[config.mk]
export PLATFORM = sky130hd
export DESIGN_NAME = click_cmd_sequencer
export DESIGN_NICKNAME = d
export VERILOG_FILES = /design/src/rtl/click_cmd_sequencer.sv
export SDC_FILE = /design/constraint.sdc
export NUM_CORES = 1
export LEC_CHECK = 0
export BUFFER_PORTS_ARGS = -buffer_cell sky130_fd_sc_hd__buf_4
export CAP_MARGIN = 20
export CORE_MARGIN = 2
export CORE_UTILIZATION = 43
export DETAILED_ROUTE_END_ITERATION = 8
export SLEW_MARGIN = 40
export SYNTH_ARGS = -nofsm -noshare
export SYNTH_HDL_FRONTEND = slang
export SYNTH_SLANG_ARGS = --single-unit
[constraint.sdc]
create_clock -name clk -period 4.04 [get_ports clk]
set_clock_uncertainty 0.2 [all_clocks]
set_input_delay 0.202 -clock clk [delete_from_list [all_inputs] [get_ports clk]]
set_output_delay 0.202 -clock clk [all_outputs]
set_load 0.02 [all_outputs]
[src/rtl/click_cmd_sequencer.sv]
// -----------------------------------------------------------------------------
// click_cmd_sequencer
//
// Board-level test sequencer sitting between the double-click button detector
// and the SDRAM controller.
//   * Single click  -> write the next pattern word into SDRAM.
//   * Double click  -> read back the oldest unread word and show it on LEDs.
//   * Between commands the detector is re-armed by pulsing its active-low reset.
//   * Write/read pointers form a circular queue so reads never pass writes.
//
// Optional feature macro: CLICK_SEQ_TIMEOUT_EN
//   When defined, a watchdog counter runs in ACK, DONE and RDWAIT. If it hits
//   TIMEOUT cycles in one of those states the command is abandoned, the sticky
//   err flag is set and the sequencer re-arms. When undefined, those states wait
//   indefinitely and err is tied low.
//
// Parameters
//   ADDR_W      SDRAM word-address width, also pointer width
//   DATA_W      SDRAM data width
//   ARM_CYCLES  cycles det_rst_n is held low per re-arm (>= 1)
//   TIMEOUT     watchdog limit in cycles (watchdog build only)
//
// Ports
//   clk         system clock, all logic on posedge
//   rst         synchronous reset, active-high
//   det_single  detector single-click result (level, held until re-arm)
//   det_double  detector double-click result (level, held until re-arm)
//   det_rst_n   detector reset, active-low; 0 = re-arm
//   wr_addr     SDRAM write address
//   wr_data     SDRAM write data
//   wr_enable   SDRAM write request, 1-cycle pulse
//   rd_addr     SDRAM read address
//   rd_enable   SDRAM read request, 1-cycle pulse
//   rd_data     SDRAM read data, valid with rd_ready
//   rd_ready    SDRAM read data strobe
//   busy        SDRAM controller busy
//   led_data    last word read back
//   idle        1 only while waiting for a click
//   err         sticky watchdog error
// -----------------------------------------------------------------------------
module click_cmd_sequencer #(
  parameter int unsigned ADDR_W     = 24,
  parameter int unsigned DATA_W     = 16,
  parameter int unsigned ARM_CYCLES = 4,
  parameter int unsigned TIMEOUT    = 1023
) (
  input  logic              clk,
  input  logic              rst,
  input  logic              det_single,
  input  logic              det_double,
  output logic              det_rst_n,
  output logic [ADDR_W-1:0] wr_addr,
  output logic [DATA_W-1:0] wr_data,
  output logic              wr_enable,
  output logic [ADDR_W-1:0] rd_addr,
  output logic              rd_enable,
  input  logic [DATA_W-1:0] rd_data,
  input  logic              rd_ready,
  input  logic              busy,
  output logic [DATA_W-1:0] led_data,
  output logic              idle,
  output logic              err
);

  typedef enum logic [2:0] {
    ST_ARM,
    ST_WAIT,
    ST_ISSUE,
    ST_ACK,
    ST_DONE,
    ST_RDWAIT
  } state_t;

  // Re-arm counter sized so ARM_CYCLES = 1 still gets a legal 1-bit counter.
  localparam int unsigned ARM_W = (ARM_CYCLES > 1) ? $clog2(ARM_CYCLES) : 1;
  localparam logic [ARM_W-1:0] ARM_LAST = ARM_W'(ARM_CYCLES - 1);

  // Pattern data is the write pointer XOR alternating 1010... bits. The pointer
  // is zero-extended first so narrow address builds still produce DATA_W bits.
  localparam int unsigned WIDE = (ADDR_W > DATA_W) ? ADDR_W : DATA_W;
  localparam logic [DATA_W-1:0] PATTERN = DATA_W'({(DATA_W / 2){2'b10}});

  state_t            state;
  logic [ARM_W-1:0]  arm_cnt;
  logic [ADDR_W-1:0] wr_ptr;
  logic [ADDR_W-1:0] rd_ptr;
  logic              op_read;     // latched command type for the current transaction

  logic [WIDE-1:0]   wr_ptr_ext;
  logic [DATA_W-1:0] next_wr_data;
  logic [ADDR_W-1:0] wr_ptr_inc;
  logic [ADDR_W-1:0] rd_ptr_inc;
  logic              queue_empty;
  logic              queue_full;

  assign wr_ptr_ext   = WIDE'(wr_ptr);
  assign next_wr_data = wr_ptr_ext[DATA_W-1:0] ^ PATTERN;
  assign wr_ptr_inc   = wr_ptr + ADDR_W'(1);
  assign rd_ptr_inc   = rd_ptr + ADDR_W'(1);

  // One slot is always left unused so that full and empty are distinguishable
  // purely from the pointers; comparisons wrap modulo 2^ADDR_W.
  assign queue_empty  = (rd_ptr == wr_ptr);
  assign queue_full   = (wr_ptr_inc == rd_ptr);

`ifdef CLICK_SEQ_TIMEOUT_EN
  localparam int unsigned TO_W = (TIMEOUT > 1) ? $clog2(TIMEOUT) : 1;
  localparam logic [TO_W-1:0] TO_LAST = TO_W'(TIMEOUT - 1);

  // Cleared on entry to each watched state; reaching TO_LAST means the state
  // has already been occupied for TIMEOUT cycles.
  logic [TO_W-1:0] to_cnt;
`else
  assign err = 1'b0;
`endif

  // NOTE: every register below is assigned with non-blocking (<=) inside a
  // single clocked block, and reset is sampled on the clock edge (synchronous),
  // so all state updates see the pre-edge values regardless of statement order.
  always_ff @(posedge clk) begin
    if (rst) begin
      state     <= ST_ARM;
      arm_cnt   <= '0;
      det_rst_n <= 1'b0;
      wr_ptr    <= '0;
      rd_ptr    <= '0;
      wr_enable <= 1'b0;
      rd_enable <= 1'b0;
      wr_addr   <= '0;
      wr_data   <= '0;
      rd_addr   <= '0;
      led_data  <= '0;
      idle      <= 1'b0;
      op_read   <= 1'b0;
`ifdef CLICK_SEQ_TIMEOUT_EN
      to_cnt    <= '0;
      err       <= 1'b0;
`endif
    end else begin
      // Request strobes are single-cycle; only ISSUE raises them.
      wr_enable <= 1'b0;
      rd_enable <= 1'b0;

      case (state)
        // Hold the detector in reset for exactly ARM_CYCLES cycles.
        ST_ARM: begin
          if (arm_cnt == ARM_LAST) begin
            arm_cnt   <= '0;
            det_rst_n <= 1'b1;
            idle      <= 1'b1;
            state     <= ST_WAIT;
          end else begin
            arm_cnt <= arm_cnt + ARM_W'(1);
          end
        end

        // A double click wins over a single click if both are reported.
        // Refused commands (empty read, full write) just re-arm the detector.
        ST_WAIT: begin
          if (det_double) begin
            op_read <= 1'b1;
            if (queue_empty) begin
              det_rst_n <= 1'b0;
              idle      <= 1'b0;
              state     <= ST_ARM;
            end else begin
              rd_addr <= rd_ptr;
              idle    <= 1'b0;
              state   <= ST_ISSUE;
            end
          end else if (det_single) begin
            op_read <= 1'b0;
            if (queue_full) begin
              det_rst_n <= 1'b0;
              idle      <= 1'b0;
              state     <= ST_ARM;
            end else begin
              wr_addr <= wr_ptr;
              wr_data <= next_wr_data;
              idle    <= 1'b0;
              state   <= ST_ISSUE;
            end
          end
        end

        // Address/data were captured on leaving WAIT and stay put until the
        // next command, so the controller may sample them at any point.
        ST_ISSUE: begin
          if (!busy) begin
            if (op_read) begin
              rd_enable <= 1'b1;
            end else begin
              wr_enable <= 1'b1;
            end
            state <= ST_ACK;
`ifdef CLICK_SEQ_TIMEOUT_EN
            to_cnt <= '0;
`endif
          end
        end

        // The controller signals acceptance by raising busy.
        ST_ACK: begin
          if (busy) begin
            state <= ST_DONE;
`ifdef CLICK_SEQ_TIMEOUT_EN
            to_cnt <= '0;
          end else if (to_cnt == TO_LAST) begin
            err       <= 1'b1;
            det_rst_n <= 1'b0;
            state     <= ST_ARM;
          end else begin
            to_cnt <= to_cnt + TO_W'(1);
`endif
          end
        end

        // Writes complete when busy drops; reads go straight on to wait for data.
        ST_DONE: begin
          if (op_read) begin
            state <= ST_RDWAIT;
`ifdef CLICK_SEQ_TIMEOUT_EN
            to_cnt <= '0;
`endif
          end else if (!busy) begin
            wr_ptr    <= wr_ptr_inc;
            det_rst_n <= 1'b0;
            state     <= ST_ARM;
`ifdef CLICK_SEQ_TIMEOUT_EN
          end else if (to_cnt == TO_LAST) begin
            err       <= 1'b1;
            det_rst_n <= 1'b0;
            state     <= ST_ARM;
          end else begin
            to_cnt <= to_cnt + TO_W'(1);
`endif
          end
        end

        // Only the first strobe here is consumed; strobes elsewhere are ignored.
        ST_RDWAIT: begin
          if (rd_ready) begin
            led_data  <= rd_data;
            rd_ptr    <= rd_ptr_inc;
            det_rst_n <= 1'b0;
            state     <= ST_ARM;
`ifdef CLICK_SEQ_TIMEOUT_EN
          end else if (to_cnt == TO_LAST) begin
            err       <= 1'b1;
            det_rst_n <= 1'b0;
            state     <= ST_ARM;
          end else begin
            to_cnt <= to_cnt + TO_W'(1);
`endif
          end
        end

        default: begin
          det_rst_n <= 1'b0;
          idle      <= 1'b0;
          arm_cnt   <= '0;
          state     <= ST_ARM;
        end
      endcase
    end
  end

  // ---------------------------------------------------------------------------
  // Design invariants
  // ---------------------------------------------------------------------------
  a_params_sane: assert property (@(posedge clk)
    (ARM_CYCLES >= 1) && (TIMEOUT >= 1));

  a_one_request: assert property (@(posedge clk) disable iff (rst)
    !(wr_enable && rd_enable));

  a_wr_pulse: assert property (@(posedge clk) disable iff (rst)
    wr_enable |=> !wr_enable);

  a_rd_pulse: assert property (@(posedge clk) disable iff (rst)
    rd_enable |=> !rd_enable);

  a_idle_armed: assert property (@(posedge clk) disable iff (rst)
    idle |-> det_rst_n);

endmodule

==> impl_metrics.py <==
metrics = {
    "setup_path": {
        "crit_chain": "ha_1, nand3_2, o21a_1, a211o_1, or4_1, or4_4, a211o_1, buf_4, o211ai_2, a211oi_1",
        "end_kind": "flop",
        "rrSetupSlack_ps": 470,
        "crit_cells": 10,
        "cp_data_arrival_time_ps": 3630,
        "crit_path_start_kind": "flop",
        "setup.worst_path.class": "flop to flop",
        "critical_path.max_fanout": 26,
        "max_stage_delay_ps": 580,
        "required_ps": 4110,
        "critPathTopFamily": "simple AND/OR/NAND/NOR gates",
        "r2r_cells": 10,
        "cpMaxStageDelayCell": "or4_4",
        "cp_num_buf_inv": 1,
        "cp_common_cell": "a211o_1",
    },
    "sta": {
        "rsz0062_at_grt": "false",
        "worst_pin_slew_ps": 797,
        "fin_crit_ps": 3570,
        "slew_viol_final": 0,
        "setup_slack_ps": 475,
        "fin_crit_sh": 0.883,
        "setup_viol": 0,
        "hold_violations": 0,
        "slew_headroom": 0.469,
        "fin_setup_tns_ps": 0,
        "max_freq_ghz": 0.280,
        "whs_ps": 88.8,
    },
    "worst_hold_path": {
        "hold_path_depth": 5,
        "hold_class": "input pin to flop",
    },
    "logic_synthesis": {
        "avgSynthCellArea_um2": 8.36,
        "ys_types": 63,
        "syn-cell-area_um2": 6350,
        "synthArstFlopShare": 0,
        "synth_top_family_by_area": "simple AND/OR/NAND/NOR gates",
        "netlist.area_leader.share": 0.410,
        "synth_edf_count": 0,
        "synth_fa_ha_area_frac": 0.00591,
        "yosys-top-cells-count": "dfxtp_1, nor2_1, nand2_1",
        "synth_mux_area_frac": 0.0428,
        "netlist_top_cells_area": "dfxtp_1, xor2_1, nor2_1",
        "synthCells": 759,
        "synth_xor_area_frac": 0.109,
        "synth_compound_area_frac": 0.133,
        "ys_warn_count": 0,
        "synth-simple-area-share": 0.236,
        "synth-seq-area-share": 0.410,
        "synth_ff_type": "dfxtp_1",
        "synth.most_common_cell": "dfxtp_1",
        "synth_seq_cells": 130,
        "syn-num-nets": 784,
        "yosys.area.top_type": "dfxtp_1",
    },
    "final_layout": {
        "fin_nets": 870,
        "post-route-util": 0.549,
        "n_antenna_cell": 0,
        "multi_input_area_um2": 3340,
        "stdcell_count": 1042,
        "design_area_um2": 7940,
        "syn_to_final_growth_pct": 25.1,
        "nFillCells": 1349,
        "seq_area_um2": 2600,
        "drive_gt1_frac": 0.211,
    },
    "clock_tree": {
        "h-tree-depth": 4,
        "cts_tree": "yes",
        "clk_pin_slew_ps": 60,
        "root_buffer": "clkbuf_16",
        "insertion_delay_ps": 420,
        "cts_setup_buffers": 0,
        "clock-sinks": 130,
        "numCtsBuffers": 17,
        "clockBufferDepth": 2,
        "cts_resized": 0,
    },
    "routing": {
        "drtPass1Iterations": 5,
        "wl_um": 16400,
        "num_vias": 5598,
        "vias_per_cell": 5.37,
        "dr.first_iter.drc_count": 370,
        "drc": 0,
        "wl_per_cell_um": 15.7,
        "ant_nets": 0,
    },
    "global_routing": {
        "grtUsageTotal": 0.209,
        "overflow": 0,
        "grt_pass1_vias": 5271,
        "grt_max_degree": 104,
        "antenna_found_initial": 0,
        "grt_first_pass_wirelength_um": 26800,
    },
    "placement": {
        "io_buffers": 105,
        "placed_cell_area_um2": 7140,
        "place_worst_setup_slack_ps": 475,
        "gp_congestion": 0.994,
        "detailed_place_hpwl_um": 11500,
        "placed_cells": 990,
    },
    "floorplanning": {
        "die_h_um": 126,
        "fp.coreArea_um2": 14500,
        "die_area_um2": 15800,
        "ioPinCount": 107,
        "die_w_um": 126,
        "rows": 44,
        "start_util": 0.438,
    },
    "status": {
        "outcome": "complete, no violations",
    },
    "pwr": {
        "p_per_area_nw_per_um2": 403,
        "power_mw": 3.20,
        "p_leak_nw": 3.25,
        "irDropWorstVdd_v": 0.000292,
    },
    "run": {
        "max_cap_viol_count": 0,
    },
}
## routing by layer
layer	up-vias	track usage	share of wire
li1	2774	-	-
met1	2644	0.289	0.47
met2	159	0.320	0.46
met3	21	0.0509	0.053
met4	0	0.0699	0.016
met5	-	0	0
## layout make-up
class                      instances  area share
clock buffer                      22      0.0597
tap                              184      0.0290
multi-input combinational        548       0.421
inverter                           3     0.00142
clock inverter                    10      0.0165
sequential                       130       0.328
timing repair buffer             145       0.145
## worst min-delay path, cell delays in order
cell and delay, ps:
buf_4 90, nand2b_1 90, o31ai_1 80, o21ai_0 140, a211oi_1 60
## state kept, by name, summed over array words and instances, names as in the netlist
name	count
wr_enable	1
wr_data	8
wr_ptr	24
op_read	1
rd_enable	1
rd_addr	24
rd_ptr	24
idle	1
det_rst_n	1
state	3
arm_cnt	2
wr_addr	24
led_data	16
## path summary, 6_finish.rpt
path | start | endpoint
max | wr_ptr[0] | det_rst_n
min | rd_ready | det_rst_n
max reg2reg | wr_ptr[0] | det_rst_n
min reg2reg | led_data[12] | led_data[12]
## power by group
part           total [mW]  internal, mW  switching (mW)  leakage (nW)
registers            1.36          1.31          0.0441          1.05
clock network        1.56          1.01           0.544         0.300
logic               0.284         0.121           0.163          1.91
## timing repair
action	in CTS	in global routing
hold endpoints to repair	21	0
setup endpoints to repair	0	0
hold buffers	19	0
## cells in the final DEF (no fill, tap or decap), drive strengths merged, types with 3 or more instances in the layout
master / instances
a211o: 4
a211oi: 7
a21oi: 64
and3: 7
and4: 7
buf: 126
bufinv: 3
clkbuf: 22
clkinv: 6
dfxtp: 130
dlygate4sd3: 19
ha: 3
inv: 3
mux2i: 26
nand2: 68
nand2b: 9
nand3: 43
nand4: 22
nand4b: 3
nor2: 96
nor2b: 3
nor3: 7
nor4: 10
o21ai: 42
o31ai: 4
or3: 14
or4: 3
xnor2: 32
xor2: 45
## kinds of logic (layout without fill, tap and decap cells)
logic type      Yosys count  in the layout
compound gates          138            138
xor+xnor                 77             77
fa+ha+maj                 3              3
buf+inv                  81            180
flops                   130            130
mux                      27             27
other cells               1              1
simple gates            302            302
Note: power is estimated with default switching activity, not from simulation.
